[config.mk]
export PLATFORM = sky130hd
export DESIGN_NAME = alu_operand_issue_flat
export DESIGN_NICKNAME = d
export VERILOG_FILES = /design/src/rtl/alu_operand_issue_if.sv /design/src/rtl/alu_operand_issue.sv /design/src/flat_wrapper.sv
export SDC_FILE = /design/constraint.sdc
export NUM_CORES = 1
export LEC_CHECK = 0
export ABC_AREA = 1
export BUFFER_PORTS_ARGS = -buffer_cell sky130_fd_sc_hd__buf_2
export CAP_MARGIN = 40
export CORE_UTILIZATION = 45
export CTS_CLUSTER_SIZE = 20
export DETAILED_ROUTE_END_ITERATION = 16
export HOLD_SLACK_MARGIN = 0.12
export SLEW_MARGIN = 10
export SYNTH_ARGS = -nofsm -noshare
export SYNTH_HDL_FRONTEND = slang
export SYNTH_SLANG_ARGS = --single-unit
[constraint.sdc]
create_clock -name clk -period 5.04 [get_ports clk]
set_clock_uncertainty 0.1 [all_clocks]
set_input_delay 0.504 -clock clk [delete_from_list [all_inputs] [get_ports clk]]
set_output_delay 0.504 -clock clk [all_outputs]
set_load 0.03 [all_outputs]
[src/rtl/alu_operand_issue_if.sv]
// Bundle of signals between the decode/issue stage and its neighbours.
// The slave modport is the issue stage's view; the master modport is the
// view of whatever drives instructions/writebacks and consumes bundles.
//
// Handshakes (both channels) use strict valid/ready semantics: a transfer
// happens on a rising clock edge where valid & ready are both 1; a producer
// never makes valid depend on ready, and once valid is raised the payload
// stays stable until the transfer happens. Ready may depend combinationally
// on the payload (in_ready looks at in_instr and the wb_* port).
interface alu_operand_issue_if;
    // Instruction input channel
    logic        in_valid;
    logic [15:0] in_instr;
    logic [15:0] in_pc;
    logic        in_ready;
    // Registered operand bundle towards the ALU stage
    logic [4:0]  OpCode;
    logic [1:0]  funct;
    logic [15:0] Rs;
    logic [15:0] Rt;
    logic [15:0] Pc;
    logic [7:0]  Imm;
    logic [2:0]  dst_reg;
    logic        dst_en;
    logic        out_valid;
    logic        out_ready;
    // Writeback port (no handshake, strobe only)
    logic        wb_en;
    logic [2:0]  wb_reg;
    logic [15:0] wb_data;
    // Status / debug visibility
    logic        halted;
    logic [7:0]  pend;

    modport slave (
        input  in_valid, in_instr, in_pc, out_ready, wb_en, wb_reg, wb_data,
        output in_ready, OpCode, funct, Rs, Rt, Pc, Imm, dst_reg, dst_en,
               out_valid, halted, pend
    );

    modport master (
        output in_valid, in_instr, in_pc, out_ready, wb_en, wb_reg, wb_data,
        input  in_ready, OpCode, funct, Rs, Rt, Pc, Imm, dst_reg, dst_en,
               out_valid, halted, pend
    );
endinterface

[src/rtl/alu_operand_issue.sv]
// Decode/issue stage in front of the ALU. Decodes a 16-bit WISC instruction,
// reads its two source registers from a local 8x16 register file (with a
// bypass from the same-cycle writeback), blocks RAW/WAW hazards through a
// pending-write scoreboard, and hands one registered operand bundle per
// instruction to the ALU stage. HALT stops further issue until reset.
module alu_operand_issue #(
    parameter int NREG  = 8,
    parameter int WIDTH = 16
) (
    input logic               clk,
    input logic               rst_n,
    alu_operand_issue_if.slave bus
);

    // Run/halt control. The current state is visible on bus.halted.
    typedef enum logic {
        ST_RUN  = 1'b0,
        ST_HALT = 1'b1
    } state_t;

    state_t state_q, state_d;

    // ------------------------------------------------------------------
    // Instruction field extraction
    // ------------------------------------------------------------------
    logic [4:0] opcode;
    logic [2:0] rs_idx;
    logic [2:0] rt_idx;

    assign opcode = bus.in_instr[15:11];
    assign rs_idx = bus.in_instr[10:8];
    assign rt_idx = bus.in_instr[7:5];

    // ------------------------------------------------------------------
    // Decode: destination register and which sources are really read
    // ------------------------------------------------------------------
    logic       dec_dst_en;
    logic [2:0] dec_dst;
    logic       dec_rs_used;
    logic       dec_rt_used;
    logic       dec_is_halt;

    // Destination selection and Rt usage per opcode group.
    always_comb begin
        dec_dst_en  = 1'b0;
        dec_dst     = 3'd0;
        dec_rt_used = 1'b0;
        casez (opcode)
            // Three-register ALU/compare forms write instr[4:2] and read Rt.
            5'b11011, 5'b11010, 5'b111??: begin
                dec_dst_en  = 1'b1;
                dec_dst     = bus.in_instr[4:2];
                dec_rt_used = 1'b1;
            end
            // btr only bit-reverses Rs; its Rt field is ignored.
            5'b11001: begin
                dec_dst_en = 1'b1;
                dec_dst    = bus.in_instr[4:2];
            end
            // Immediate ALU/shift forms and ld write instr[7:5].
            5'b010??, 5'b101??, 5'b10001: begin
                dec_dst_en = 1'b1;
                dec_dst    = bus.in_instr[7:5];
            end
            // stu writes the updated base back into Rs and stores Rt.
            5'b10011: begin
                dec_dst_en  = 1'b1;
                dec_dst     = bus.in_instr[10:8];
                dec_rt_used = 1'b1;
            end
            // lbi / slbi write instr[10:8].
            5'b11000, 5'b10010: begin
                dec_dst_en = 1'b1;
                dec_dst    = bus.in_instr[10:8];
            end
            // jal / jalr write the link register r7.
            5'b00110, 5'b00111: begin
                dec_dst_en = 1'b1;
                dec_dst    = 3'd7;
            end
            // st reads Rt as the store data but writes nothing.
            5'b10000: begin
                dec_rt_used = 1'b1;
            end
            default: begin
            end
        endcase
    end

    // Rs is read by everything except lbi, halt, nop, j and jal.
    always_comb begin
        dec_rs_used = 1'b1;
        case (opcode)
            5'b11000, 5'b00000, 5'b00001, 5'b00100, 5'b00110: dec_rs_used = 1'b0;
            default: dec_rs_used = 1'b1;
        endcase
    end

    assign dec_is_halt = (opcode == 5'b00000);

    // ------------------------------------------------------------------
    // Register file with same-cycle writeback bypass on the read side
    // ------------------------------------------------------------------
    logic [WIDTH-1:0] rf_q [NREG];
    logic [WIDTH-1:0] rs_val;
    logic [WIDTH-1:0] rt_val;
    logic             wb_hit_rs;
    logic             wb_hit_rt;
    logic             wb_hit_dst;

    assign wb_hit_rs  = bus.wb_en && (bus.wb_reg == rs_idx);
    assign wb_hit_rt  = bus.wb_en && (bus.wb_reg == rt_idx);
    assign wb_hit_dst = bus.wb_en && (bus.wb_reg == dec_dst);

    assign rs_val = wb_hit_rs ? bus.wb_data : rf_q[rs_idx];
    assign rt_val = wb_hit_rt ? bus.wb_data : rf_q[rt_idx];

    // Writeback stores unconditionally on wb_en; r0 is an ordinary register.
    always_ff @(posedge clk or negedge rst_n) begin
        if (!rst_n) begin
            for (int i = 0; i < NREG; i++) begin
                rf_q[i] <= '0;
            end
        end else if (bus.wb_en) begin
            rf_q[bus.wb_reg] <= bus.wb_data;
        end
    end

    // ------------------------------------------------------------------
    // Scoreboard and hazard detection
    // ------------------------------------------------------------------
    logic [NREG-1:0] pend_q, pend_d;
    logic            rs_hazard;
    logic            rt_hazard;
    logic            dst_hazard;
    logic            hazard;

    // A writeback landing this cycle resolves the hazard because its value
    // is bypassed into the read (RAW) and it completes before ours (WAW).
    assign rs_hazard  = dec_rs_used && pend_q[rs_idx]  && !wb_hit_rs;
    assign rt_hazard  = dec_rt_used && pend_q[rt_idx]  && !wb_hit_rt;
    assign dst_hazard = dec_dst_en  && pend_q[dec_dst] && !wb_hit_dst;
    assign hazard     = rs_hazard || rt_hazard || dst_hazard;

    // ------------------------------------------------------------------
    // Handshake
    // ------------------------------------------------------------------
    logic out_valid_q, out_valid_d;
    logic accept;

    assign bus.in_ready = rst_n && (state_q == ST_RUN) && !hazard &&
                          (!out_valid_q || bus.out_ready);
    assign accept       = bus.in_valid && bus.in_ready;

    // Clear on writeback first, then set on accept so that a same-cycle
    // set and clear of one register leaves it pending.
    always_comb begin
        pend_d = pend_q;
        if (bus.wb_en) begin
            pend_d[bus.wb_reg] = 1'b0;
        end
        if (accept && dec_dst_en) begin
            pend_d[dec_dst] = 1'b1;
        end
    end

    // Scoreboard register.
    always_ff @(posedge clk or negedge rst_n) begin
        if (!rst_n) begin
            pend_q <= '0;
        end else begin
            pend_q <= pend_d;
        end
    end

    // ------------------------------------------------------------------
    // Run/halt control
    // ------------------------------------------------------------------
    // State register.
    always_ff @(posedge clk or negedge rst_n) begin
        if (!rst_n) begin
            state_q <= ST_RUN;
        end else begin
            state_q <= state_d;
        end
    end

    // Next state: issuing HALT parks the stage until reset.
    always_comb begin
        state_d = state_q;
        case (state_q)
            ST_RUN: begin
                if (accept && dec_is_halt) begin
                    state_d = ST_HALT;
                end
            end
            ST_HALT: begin
                state_d = ST_HALT;
            end
            default: begin
                state_d = ST_RUN;
            end
        endcase
    end

    // ------------------------------------------------------------------
    // Output bundle register
    // ------------------------------------------------------------------
    logic [4:0]       opcode_q;
    logic [1:0]       funct_q;
    logic [WIDTH-1:0] rs_q;
    logic [WIDTH-1:0] rt_q;
    logic [15:0]      pc_q;
    logic [7:0]       imm_q;
    logic [2:0]       dst_reg_q;
    logic             dst_en_q;

    // Valid holds while the ALU stage stalls; a new accept replaces the
    // bundle even in the cycle the previous one is consumed.
    assign out_valid_d = accept || (out_valid_q && !bus.out_ready);

    // Bundle capture on accept; otherwise the bundle holds.
    always_ff @(posedge clk or negedge rst_n) begin
        if (!rst_n) begin
            out_valid_q <= 1'b0;
            opcode_q    <= '0;
            funct_q     <= '0;
            rs_q        <= '0;
            rt_q        <= '0;
            pc_q        <= '0;
            imm_q       <= '0;
            dst_reg_q   <= '0;
            dst_en_q    <= 1'b0;
        end else begin
            out_valid_q <= out_valid_d;
            if (accept) begin
                opcode_q  <= opcode;
                funct_q   <= bus.in_instr[1:0];
                rs_q      <= rs_val;
                rt_q      <= rt_val;
                pc_q      <= bus.in_pc;
                imm_q     <= bus.in_instr[7:0];
                dst_reg_q <= dec_dst;
                dst_en_q  <= dec_dst_en;
            end
        end
    end

    assign bus.out_valid = out_valid_q;
    assign bus.OpCode    = opcode_q;
    assign bus.funct     = funct_q;
    assign bus.Rs        = rs_q;
    assign bus.Rt        = rt_q;
    assign bus.Pc        = pc_q;
    assign bus.Imm       = imm_q;
    assign bus.dst_reg   = dst_reg_q;
    assign bus.dst_en    = dst_en_q;
    assign bus.halted    = (state_q == ST_HALT);
    assign bus.pend      = pend_q;

endmodule

[src/flat_wrapper.sv]
// flat-port wrapper written by rule: the top's interface ports become plain ports
module alu_operand_issue_flat 
#(
    parameter int NREG  = 8,
    parameter int WIDTH = 16
)
  (clk, rst_n, bus_in_valid, bus_in_instr, bus_in_pc, bus_out_ready, bus_wb_en, bus_wb_reg, bus_wb_data, bus_in_ready, bus_OpCode, bus_funct, bus_Rs, bus_Rt, bus_Pc, bus_Imm, bus_dst_reg, bus_dst_en, bus_out_valid, bus_halted, bus_pend);
  alu_operand_issue_if bus_i ();
  input logic clk;
  input logic rst_n;
  input wire logic [$bits(bus_i.in_valid)-1:0] bus_in_valid;
  input wire logic [$bits(bus_i.in_instr)-1:0] bus_in_instr;
  input wire logic [$bits(bus_i.in_pc)-1:0] bus_in_pc;
  input wire logic [$bits(bus_i.out_ready)-1:0] bus_out_ready;
  input wire logic [$bits(bus_i.wb_en)-1:0] bus_wb_en;
  input wire logic [$bits(bus_i.wb_reg)-1:0] bus_wb_reg;
  input wire logic [$bits(bus_i.wb_data)-1:0] bus_wb_data;
  output wire logic [$bits(bus_i.in_ready)-1:0] bus_in_ready;
  output wire logic [$bits(bus_i.OpCode)-1:0] bus_OpCode;
  output wire logic [$bits(bus_i.funct)-1:0] bus_funct;
  output wire logic [$bits(bus_i.Rs)-1:0] bus_Rs;
  output wire logic [$bits(bus_i.Rt)-1:0] bus_Rt;
  output wire logic [$bits(bus_i.Pc)-1:0] bus_Pc;
  output wire logic [$bits(bus_i.Imm)-1:0] bus_Imm;
  output wire logic [$bits(bus_i.dst_reg)-1:0] bus_dst_reg;
  output wire logic [$bits(bus_i.dst_en)-1:0] bus_dst_en;
  output wire logic [$bits(bus_i.out_valid)-1:0] bus_out_valid;
  output wire logic [$bits(bus_i.halted)-1:0] bus_halted;
  output wire logic [$bits(bus_i.pend)-1:0] bus_pend;
  assign bus_i.in_valid = bus_in_valid;
  assign bus_i.in_instr = bus_in_instr;
  assign bus_i.in_pc = bus_in_pc;
  assign bus_i.out_ready = bus_out_ready;
  assign bus_i.wb_en = bus_wb_en;
  assign bus_i.wb_reg = bus_wb_reg;
  assign bus_i.wb_data = bus_wb_data;
  assign bus_in_ready = bus_i.in_ready;
  assign bus_OpCode = bus_i.OpCode;
  assign bus_funct = bus_i.funct;
  assign bus_Rs = bus_i.Rs;
  assign bus_Rt = bus_i.Rt;
  assign bus_Pc = bus_i.Pc;
  assign bus_Imm = bus_i.Imm;
  assign bus_dst_reg = bus_i.dst_reg;
  assign bus_dst_en = bus_i.dst_en;
  assign bus_out_valid = bus_i.out_valid;
  assign bus_halted = bus_i.halted;
  assign bus_pend = bus_i.pend;
  alu_operand_issue #(.NREG(NREG), .WIDTH(WIDTH)) u_core (.clk(clk), .rst_n(rst_n), .bus(bus_i));
endmodule
## Yosys cells after proc, flatten, opt, wreduce, memory -nomap -nowiden

Cells that the tools add are included.

| word-level totals | value |
|---|---|
| bits in registers | 205 |
| bits in latches | 0 |
| memory bits (writable) | 0 |
| bits in read-only memories | 0 |
| bits of input ports | 56 |
| output and inout bits | 78 |
| logic and storage cells | 120 |
| memories kept | 0 |

| cells by class | value |
|---|---|
| add/subtract/negate cells | 0 |
| multipliers | 0 |
| divide/modulo/power cells | 0 |
| magnitude comparators | 10 |
| equal/unequal tests | 18 |
| shift operators | 0 |
| multiplexer cells | 29 |
| bitwise logic cells | 7 |
| reduce and logical (&&, ||, !) cells | 37 |

Operator list:

| cell | count |
|---|---|
| 128-bit bitwise mux | 1 |
| 16-bit 2-to-1 mux | 7 |
| 16-bit binary-select mux with 3-bit select | 2 |
| 16-bit demux with 3-bit select | 1 |
| 5-bit equality test (second input constant) | 8 |
| 1-bit logical AND | 19 |
| 3-bit by 4-bit less-than comparator with 1-bit output (second input constant) | 4 |
| 8-bit 2-to-1 mux | 2 |
| 5-bit by 3-bit equality test with 1-bit output (second input constant) | 3 |
| 4-bit >= comparator (second input constant) | 3 |
| 3-bit NOT with 4-bit output | 3 |
| 3-bit one-hot mux with 4 select lines | 1 |
| 12-bit OR reduction | 1 |
| 5-bit OR reduction | 2 |
| 1-bit binary-select mux with 3-bit select | 3 |
| 3-bit equality test | 3 |
| 1-bit 2-to-1 mux | 9 |
| 8-bit bitwise AND | 1 |
| 8-bit NOT | 1 |
| 8-bit bitwise OR | 1 |
| 1-bit demux with 3-bit select | 2 |
| 3-bit equality test (second input constant) | 2 |
| 3-bit by 1-bit >= comparator with 1-bit output (second input constant) | 2 |
| 1-bit logical NOT | 6 |
| 10 further kinds | 14 |

## Logic depth before layout (Yosys ltp)

Gate-level depths: netlist (run 1).

| logic depth | value |
|---|---|
| depth after elaboration | 15 |
| gate-level depth with buffers | 17 |
| depth with buffers taken out | 15 |

## Worst setup path after synthesis (run 1)

Ideal clock, no wire load.

| path | value |
|---|---|
| path kind | input to output |
| start | input bus_in_instr[8] |
| end | output bus_in_ready |
| data arrival time | 2,238 ps |
| required time | 4,436 ps |
| setup slack | 2,198 ps |
| cell stages on the path | 8 |
| path buffers | 2 |
| cell sequence | buf_2 -> inv_1 -> clkbuf_1 -> a21oi_1 -> o21ai_0 -> and3_1 -> a21oi_1 -> a21boi_0 |

| on the way | value |
|---|---|
| longest elaborated chain between the ends | 9 |
| elaborated cells between the ends (all ways) | 20 |
| classes of those cells | 2 x eq/ne; 5 x mux; 13 x reduce/logical |

Ends and longest elaborated chain:

| element | line | text |
|---|---|---|
| start: declaration | flat_wrapper.sv:12 | `input wire logic [$bits(bus_i.in_instr)-1:0] bus_in_instr;` |
| 3-bit one-hot mux with 4 select lines, or another cell as far along | alu_operand_issue.sv:48 | `casez (opcode)` |
| 1-bit binary-select mux with 3-bit select, or another cell as far along | alu_operand_issue.sv:142 | `assign dst_hazard = dec_dst_en && pend_q[dec_dst] && !wb_hit_dst;` |
| 1-bit 2-to-1 mux (implied by the code), or another cell as far along | alu_operand_issue.sv:142 |  |
| 1-bit logical AND, or another cell as far along | alu_operand_issue.sv:142 |  |
| 1-bit logical AND or 1-bit logical OR (tied branches) | alu_operand_issue.sv:142, alu_operand_issue.sv:143 |  |
| 1-bit logical OR (*) | alu_operand_issue.sv:143 | `assign hazard = rs_hazard \|\| rt_hazard \|\| dst_hazard;` |
| 1-bit logical NOT (*) | alu_operand_issue.sv:151 | `assign bus.in_ready = rst_n && (state_q == ST_RUN) && !hazard &&` |
| 1-bit logical AND (*) (2 in series) | alu_operand_issue.sv:151 |  |
| end: declaration | flat_wrapper.sv:18 | `output wire logic [$bits(bus_i.in_ready)-1:0] bus_in_ready;` |

Every way passes the cells marked *; elsewhere a longest branch is shown, timed or not. The select of a mux whose other input is x is not followed.

## Worst setup path in the final report (run 1)

| path | value |
|---|---|
| start | input bus_in_instr[6] |
| end | output bus_in_ready |

| on the way | value |
|---|---|
| longest elaborated chain between the ends | 9 |
| elaborated cells between the ends (all ways) | 20 |
| classes of those cells | 2 x eq/ne; 5 x mux; 13 x reduce/logical |

Ends and longest elaborated chain:

| element | line |
|---|---|
| 3-bit one-hot mux with 4 select lines, or another cell as far along | alu_operand_issue.sv:48 |
| 1-bit binary-select mux with 3-bit select, or another cell as far along | alu_operand_issue.sv:142 |
| 1-bit 2-to-1 mux (implied by the code), or another cell as far along | alu_operand_issue.sv:142 |
| 1-bit logical AND, or another cell as far along | alu_operand_issue.sv:142 |
| 1-bit logical AND or 1-bit logical OR (tied branches) | alu_operand_issue.sv:142, alu_operand_issue.sv:143 |
| 1-bit logical OR (*) | alu_operand_issue.sv:143 |
| 1-bit logical NOT (*) | alu_operand_issue.sv:151 |
| 1-bit logical AND (*) (2 in series) | alu_operand_issue.sv:151 |

Marks and branches as above.

==> results of run 1 <==
==> logic make-up (layout without fill, tap and decap cells) <==
logic type | count (synthesis) | count (layout)
buffers and inverters | 172 | 283
flip-flops | 203 | 203
AND/OR/NAND/NOR | 508 | 508
AO/OA/AOI/OAI | 469 | 469
XOR/XNOR | 2 | 2
==> worst max-delay path, delay by kind of cell <==
family / cells / cell delay (ns)
buffers and inverters: 4 / 1.18
and+or+nand+nor: 3 / 0.24
AOI/OAI and AO/OA: 5 / 0.95
==> metal layers <==
layer  track usage  part of all wire
met1        0.4033              0.47
met2        0.4055              0.43
met3       0.03839             0.088
met4       0.07402             0.019
met5             0                 0
==> where the power goes <==
| group | leakage [nW] | total [W] | internal [W] | switching [W] |
|---|---|---|---|---|
| Clock | 0.371 | 0.00166 | 0.000985 | 0.000670 |
| Combinational | 2.91 | 0.000724 | 0.000271 | 0.000453 |
| Sequential | 2.58 | 0.00201 | 0.00184 | 0.000171 |
==> worst paths after layout <==
| kind | endpoint | slack (ns) | startpoint | cells after the start |
|---|---|---|---|---|
| max | bus_in_ready | 1.52 | bus_in_instr[6] | 12 |
| min | u_core.bus.Pc[3]$_DFFE_PN0P_ | 0.13 | bus_in_pc[3] | 3 |
| max reg2reg | u_core.bus.Rt[14]$_DFFE_PN0P_ | 2.46 | u_core.bus.pend[1]$_DFF_PN0_ | 11 |
| min reg2reg | u_core.bus.dst_reg[0]$_DFFE_PN0P_ | 0.37 | u_core.bus.dst_reg[0]$_DFFE_PN0P_ | 2 |
| max in group asynchronous | u_core.rf_q[107]$_DFFE_PN0P_ | 2.61 | rst_n | 5 |
| min in group asynchronous | u_core.bus.dst_reg[0]$_DFFE_PN0P_ | 0.49 | rst_n | 2 |
==> cell usage after synthesis <==
library cell / number
a21boi_0: 1
a21oi_1: 69
a221oi_1: 1
a22o_1: 2
and3_1: 1
buf_1: 2
buf_2: 6
buf_4: 2
buf_6: 10
clkbuf_1: 76
dfrtp_1: 203
inv_1: 73
inv_2: 3
nand2_1: 243
nand2_2: 2
nand3_1: 34
nand3_2: 4
nand3_4: 1
nand4_1: 7
nor2_1: 212
nor2_2: 4
o2111ai_1: 1
o211a_1: 1
o211ai_1: 1
o21ai_0: 253
o21ai_1: 33
o21ai_2: 30
o21bai_1: 7
o22a_1: 7
o22ai_1: 63
xnor2_1: 2
==> through the flow <==
| step | setup slack (ns) | std cells | total power (W) |
|---|---|---|---|
| global route | 1.244 | 1750 | 0.004605 |
| floorplan | 2.198 | 1354 | 0.002469 |
| finish | 1.524 | 1750 | 0.004385 |
| CTS | 1.569 | 1750 | 0.004405 |
| detailed placement | 1.419 | 1699 | 0.002738 |
| global placement | 1.457 | 1695 | 0.002715 |
==> cell type report <==
type | instances | share of cell area
clock buffer | 32 | 0.05576
clock inverter | 7 | 0.005443
inverter | 76 | 0.02341
multi-input combinational | 979 | 0.3832
sequential | 203 | 0.4169
tap | 285 | 0.02927
timing repair buffer | 168 | 0.08595
==> impl_metrics.yaml, run 1 <==
run_status:
  status: "finished clean"
finish:
  design_area_um2: 12180
  regArea_um2: 5080
  multi_input_area_um2: 4669
  mostFrequentLayoutCell: "o21ai_0"
  antenna_cells: 0
  final_core_util: 0.5365
  area_growth_pct: 16.44
  final_cell_mix: "o21ai_0 (253), nand2_1 (243), nor2_1 (209), dfrtp_1 (203), buf_2 (132)"
  final_layout_size_suffix_gt1_frac: 0.1652
  fin_nets: 1507
  registers.top_by_ff_count: "u_core.rf_q"
  largest_reg_flops: 128
  num-fill-cells: 2205
floorplan:
  core_area_um2: 22710
  fp.dieW_um: 154.5
  die-area_um2: 23870
  initial_core_util: 0.4608
  die_h_um: 154.5
  pin_count: 134
  rows: 55
clock_tree:
  htreeDepth: 1
  clkLatencyLatePin_ns: 0.52
  clkSlewWorstSetupHoldPaths_ns: 0.06
  clock_sinks: 203
  cts_root_buf: "clkbuf_16"
  cts_tree: "built"
  cts_resized: 0
  postCtsHoldBufs: 12
  cts_made_buffers: 23
  post-cts-setup-buffer-count: 0
  ctsLongestPathBuffers: 3
worst_setup_path:
  path_cells: "buf_2 > inv_1 > buf_4 > a21oi_1 > o21ai_0 > o21ai_0 > nand2_1 > nand4_1 > nand2_1 > a21oi_1 > a21boi_0 > buf_2"
  cp.required_ns: 4.44
  max_stage_delay_ns: 0.58
  slowest_stage: "buf_2"
  end_kind: "primary output"
  cp.arrival_ns: 2.91
  crit_fanout: 37
  path_class: "input port to primary output"
  startpoint_type: "input port"
yosys:
  synth_largest_area_cell: "dfrtp_1"
  synth-simple-area-share: 0.1934
  yosys_warnings: 0
  syn_nets: 1410
  ys_types: 31
  syn_area_um2: 10460
  synth.area.top_cells: "dfrtp_1 (49%), o21ai_0 (12%), nand2_1 (8.7%)"
  seq_area_frac_synth: 0.4855
  synth-compound-area-share: 0.2492
  yosys.area_share.xor_xnor: 0.001674
  postSynthAreaPerCell_um2: 7.728
  ys_seq_elements: 203
  synth_top_area_frac: 0.4855
  synth_top_family_by_area: "compound AO/OA/AOI/OAI gates"
  synth-adder-area-share: 0
  muxShareOfSynthArea: 0
  syn-instance-count: 1354
place:
  place.gp.congestion: 0.8408
  port-buffer-count: 133
  hpwlAfterDp_mm: 20.22
  dpl-instance-area_um2: 11320
sta:
  min_period_ns: 3.516
  rsz0062_at_grt: "false"
  report.final.slew_viol_count: 0
  finalSetupTns_ns: 0
  tightest_slew_ns: 0.8420
  worst_hold_slack_ns: 0.1319
  finalSetupViolations: 0
  slew_headroom: 0.4386
  fin_crit_sh: 0.6976
  fmax_mhz: 284.4
  hold_violations: 0
grt:
  antenna_found_initial: 0
  gr-usage-all-layers: 0.2690
  overflow: 0
  grt_max_degree: 90
  grt_pass1_wl_mm: 50.31
  grt_pass1_vias: 9009
detailed_routing:
  via_count: 9840
  avgRoutedWirePerCell_um: 18.11
  firstDrtPassIters: 5
  drc_errors: 0
  viasPerCell: 5.623
  drtIter0Drc: 1072
  ant_nets: 0
  wl_mm: 31.69
pwr:
  powerDensity_nw_per_um2: 359.9
  p_leak_nw: 5.865
  max-vdd-ir-drop_mv: 0.2163
run:
  maxCapViolCount: 0
hold_path:
  hold_class: "input port to register"
Note: power is estimated with default switching activity, not from simulation.
==> run 2, diff against run 1 <==
- PLACE_DENSITY: default -> 0.67
- clock period: 5.04 -> 3.1 ns (I/O delays scaled with it)
==> impl_metrics.yaml, run 2 (same netlist as run 1, synthesis figures left out) <==
sta:
  rsz0062_at_grt: "false"
  fin_crit_sh: 0.9359
  hold_violations: 0
  finalSetupTns_ns: 0
  finalSetupViolations: 0
  min_period_ns: 2.901
  report.final.slew_viol_count: 0
  slew_headroom: 0.3521
  tightest_slew_ns: 0.9719
  fmax_mhz: 344.7
finish:
  largest_reg_flops: 128
  final_layout_size_suffix_gt1_frac: 0.1634
  mostFrequentLayoutCell: "o21ai_0"
  fin_nets: 1541
  registers.top_by_ff_count: "u_core.rf_q"
  area_growth_pct: 19.06
  antenna_cells: 0
  final_cell_mix: "o21ai_0 (253), nand2_1 (242), nor2_1 (207), dfrtp_1 (203), buf_2 (131)"
pwr:
  p_leak_nw: 5.971
  powerDensity_nw_per_um2: 561.1
  max-vdd-ir-drop_mv: 0.2811
  finalPower_w: 0.006990
clock_tree:
  cts_tree: "built"
  htreeDepth: 1
  ctsLongestPathBuffers: 3
  clkLatencyLatePin_ns: 0.51
  cts_made_buffers: 22
  cts_root_buf: "clkbuf_16"
  post-cts-setup-buffer-count: 0
  clock_sinks: 203
  clkSlewWorstSetupHoldPaths_ns: 0.06
grt:
  overflow: 0
  grt_pass1_wl_mm: 50.87
  grt_max_degree: 164
  grt_pass1_vias: 9277
  gr-usage-all-layers: 0.2710
  antenna_found_initial: 0
worst_setup_path:
  startpoint_type: "input port"
  path_class: "input port to primary output"
  cp.arrival_ns: 2.49
  r2r_slack_ns: 0.67
  end_kind: "primary output"
  crit_fanout: 11
  cp.required_ns: 2.69
detailed_routing:
  wl_mm: 32.44
  via_count: 10171
  firstDrtPassIters: 5
  viasPerCell: 5.701
  ant_nets: 0
  drtIter0Drc: 1039
  drc_errors: 0
  avgRoutedWirePerCell_um: 18.18
floorplan:
  pin_count: 134
  core_area_um2: 22710
  initial_core_util: 0.4608
  die-area_um2: 23870
  fp.dieW_um: 154.5
  rows: 55
  die_h_um: 154.5
place:
  hpwlAfterDp_mm: 19.41
  port-buffer-count: 133
  place.gp.congestion: 0.8908
run_status:
  status: "finished clean"
run:
  maxCapViolCount: 0
hold_path:
  hold_class: "input port to register"
==> run 2: cell count changes in the layout (fill, tap and decap cells not counted), sizes merged <==
cell         before  now
dlygate4sd3      12   40
clkbuf           33   35
clkinvlp          1    0
inv              76   75
clkinv            5    4
buf             155  162
==> run 2: cell type report <==
type	instances	area, um^2
clock buffers	34	625.6
clock inverters	4	56.30
fillers	2089	10250
inverters	76	285.3
multi-input cells	979	4702
flip-flops and latches	203	5080
well taps	285	356.6
repair buffers	203	1353
==> run 2: critical path, cell delays in order <==
cell	delay [ns]
dlygate4sd3_1	0.55
buf_2	0.24
clkinv_1	0.19
a21oi_1	0.18
o21ai_0	0.10
nand4_1	0.08
nand2_1	0.05
a21oi_1	0.35
a21boi_1	0.25
buf_4	0.19
==> run 2: repair_timing <==
| action | in CTS | in global routing |
|---|---|---|
| hold endpoints to repair | 300 | 0 |
| gates resized for setup | 0 | 9 |
| endpoints found under the setup margin | 0 | 1 |
| hold buffers | 40 | 0 |
==> run 2: routing by layer <==
layer	GRT usage	part of all wire	up-vias	wire length, um
li1	-	-	4814	-
met1	0.3850	0.43	4747	14050
met2	0.4228	0.44	552	14330
met3	0.05268	0.11	58	3439
met4	0.07449	0.019	0	619
met5	0	0	-	0
==> run 2: path summary, 6_finish.rpt <==
| check | startpoint | end | cells after the start |
|---|---|---|---|
| setup / recovery | bus_in_instr[5] | bus_in_ready | 10 |
| hold / removal | bus_wb_data[0] | u_core.rf_q[0]$_DFFE_PN0P_ | 3 |
| setup reg to reg | u_core.bus.pend[0]$_DFF_PN0_ | u_core.bus.Rt[14]$_DFFE_PN0P_ | 10 |
| hold reg to reg | u_core.bus.dst_reg[0]$_DFFE_PN0P_ | u_core.bus.dst_reg[0]$_DFFE_PN0P_ | 2 |
| max in group asynchronous | rst_n | u_core.rf_q[119]$_DFFE_PN0P_ | 3 |
| min in group asynchronous | rst_n | u_core.bus.halted$_DFF_PN0_ | 3 |
==> run 2: stage by stage <==
| stage | hold slack [ns] | utilization | std cells | setup WS, ns | cell area, um^2 |
|---|---|---|---|---|---|
| floorplan | -0.08559 | - | 1354 | 0.6458 | 10460 |
| global route | 0.1418 | 0.5486 | 1784 | 0.001432 | 12460 |
| CTS | 0.1202 | 0.5471 | 1784 | 0.1145 | 12420 |
| global placement | 0.3544 | 0.4994 | 1706 | 0.4481 | 11340 |
| finish | 0.1326 | 0.5486 | 1784 | 0.1987 | 12460 |
| detailed placement | 0.3611 | 0.4994 | 1706 | 0.4261 | 11340 |
==> run 2: where the power goes <==
group | switching, W | leakage, nW | internal [W]
logic | 0.000757 | 3.06 | 0.000466
clock network | 0.00106 | 0.332 | 0.00147
registers | 0.000258 | 2.58 | 0.00298
==> run 3, diff against run 2 <==
==> constraint.sdc (replaced) <==
create_clock -name clk -period 3.1 [get_ports clk]
set_clock_uncertainty 0.1 [all_clocks]
set_input_delay 0.93 -clock clk [delete_from_list [all_inputs] [get_ports clk]]
set_output_delay 0.93 -clock clk [all_outputs]
set_load 0.03 [all_outputs]
==> impl_metrics.yaml, run 3 (same netlist as run 1, synthesis figures left out) <==
finish:
  registers.top_by_ff_count: "u_core.rf_q"
  num-fill-cells: 2054
  largest_reg_flops: 128
  area_growth_pct: 22.80
  final_layout_size_suffix_gt1_frac: 0.2272
  design_area_um2: 12850
  mostFrequentLayoutCell: "o21ai_0"
  fin_nets: 1551
  antenna_cells: 0
  final_cell_mix: "o21ai_0 (253), nand2_1 (224), dfrtp_1 (203), nor2_1 (199), buf_2 (126)"
  final_cells: 1795
worst_setup_path:
  end_kind: "primary output"
  r2r-start: "u_core.bus.pend[6]$_DFF_PN0_"
  startpoint_type: "input port"
  crit_fanout: 6
  path_class: "input port to primary output"
  cp.required_ns: 2.07
  reg2regPathDepth: 11
  cp.arrival_ns: 2.34
  r2r_slack_ns: 0.94
  crit_start: "bus_in_instr[13]"
  r2r-end: "u_core.bus.Pc[4]$_DFFE_PN0P_"
grt:
  grt_pass1_vias: 9402
  antenna_found_initial: 0
  overflow: 0
  grt_pass1_wl_mm: 50.65
  grt_max_degree: 139
  gr-usage-all-layers: 0.2711
detailed_routing:
  drtIter0Drc: 970
  avgRoutedWirePerCell_um: 18.15
  drc_errors: 0
  via_count: 10240
  wl_mm: 32.58
  firstDrtPassIters: 6
  viasPerCell: 5.705
  ant_nets: 0
clock_tree:
  clkSlewWorstSetupHoldPaths_ns: 0.06
  postCtsHoldBufs: 0
  htreeDepth: 1
  cts_root_buf: "clkbuf_16"
  cts_made_buffers: 24
  clkLatencyLatePin_ns: 0.53
  ctsLongestPathBuffers: 3
  cts_tree: "built"
  clock_sinks: 203
pwr:
  finalPower_w: 0.007330
  p_leak_nw: 6.168
  powerDensity_nw_per_um2: 570.5
  max-vdd-ir-drop_mv: 0.3310
place:
  port-buffer-count: 133
  hpwlAfterDp_mm: 20.23
  place.gp.congestion: 0.8974
  post-place-cells: 1747
  dpl-instance-area_um2: 11760
sta:
  finalSetupViolations: 1
  tightest_slew_ns: 0.8035
  fmax_mhz: 296.5
  worst_hold_slack_ns: 0.2123
  fin_crit_sh: 1.088
  slew_headroom: 0.4643
  min_period_ns: 3.372
  finalWorstSetupSlack_ns: -0.2722
  hold_violations: 0
  rsz0062_at_grt: "true"
  report.final.slew_viol_count: 0
run_status:
  status: "finished, violations left"
  violations: "setup timing"
floorplan:
  core_area_um2: 22710
  die_h_um: 154.5
  fp.dieW_um: 154.5
  die-area_um2: 23870
  initial_core_util: 0.4608
  pin_count: 134
  rows: 55
hold_path:
  hold_class: "input port to asynchronous set/reset pin"
run:
  maxCapViolCount: 0
run 3: cell count changes in the layout (fill, tap and decap cells not counted), moves of 5 or more:
cell / delta
buf_4: +46
inv_1: -7
nor2_4: +12
nand2_2: +10
dlygate4sd3_1: -40
nand2_4: +8
buf_2: -5
nand2_1: -18
nor2_1: -8
run 3: routing by layer:
metal / track usage / up-vias / share of wire
met5: 0 / - / 0
met4: 0.1056 / 0 / 0.032
met3: 0.05464 / 82 / 0.10
met2: 0.4195 / 551 / 0.44
met1: 0.3747 / 4767 / 0.43
li1: - / 4840 / -
run 3: where the power goes:
group          leakage [nW]  internal [W]  switching [W]  total, W
logic                  3.20      0.000512       0.000796   0.00131
registers              2.58       0.00298       0.000256   0.00324
clock network         0.382       0.00166        0.00112   0.00278
total                  6.17       0.00515        0.00218   0.00733
run 3: repair_timing:
action | CTS | global route
setup buffers | 2 | 5
hold endpoints to repair | 0 | 0
gates resized for setup | 39 | 29
pin swaps | 23 | 23
gates cloned | 0 | 0
endpoints found under the setup margin | 1 | 1
run 3: worst max-delay path, stage by stage:
cell and delay [ns]:
buf_12 0.12, nor2_4 0.13, nand2_2 0.09, nand2_4 0.12
nand3_4 0.09, nand3_4 0.18, inv_4 0.06, nor2_4 0.11
nand3_2 0.08, nand2_2 0.09, nor2_4 0.05, a21boi_4 0.14
buf_6 0.14
run 3: area by class of cell:
class,instances,area (um^2),area share
clock buffer,32,660.6,0.05141
clock inverter,9,110.1,0.008569
inverter,76,300.3,0.02337
multi-input combinational,979,4957,0.3858
sequential,203,5080,0.3953
tap,285,356.6,0.02775
timing repair buffer,211,1385,0.1078
run 3: worst max path at each step:
stage                         to  slack, ns  cells after the start
floorplan           bus_in_ready     0.0002                     12
global placement    bus_in_ready      -0.34                     14
detailed placement  bus_in_ready      -0.40                     14
CTS                 bus_in_ready      -0.20                     13
global route        bus_in_ready      -0.35                     14
finish              bus_in_ready      -0.27                     13
run 3: per-stage QoR:
step | setup WS, ns | setup TNS [ns] | utilization
finish | -0.2722 | -0.2722 | 0.5658
floorplan | 0.0002172 | 0 | -
global placement | -0.3370 | -0.3370 | 0.5166
detailed placement | -0.4032 | -2.485 | 0.5178
CTS | -0.2037 | -0.2037 | 0.5590
global route | -0.3480 | -0.3480 | 0.5658
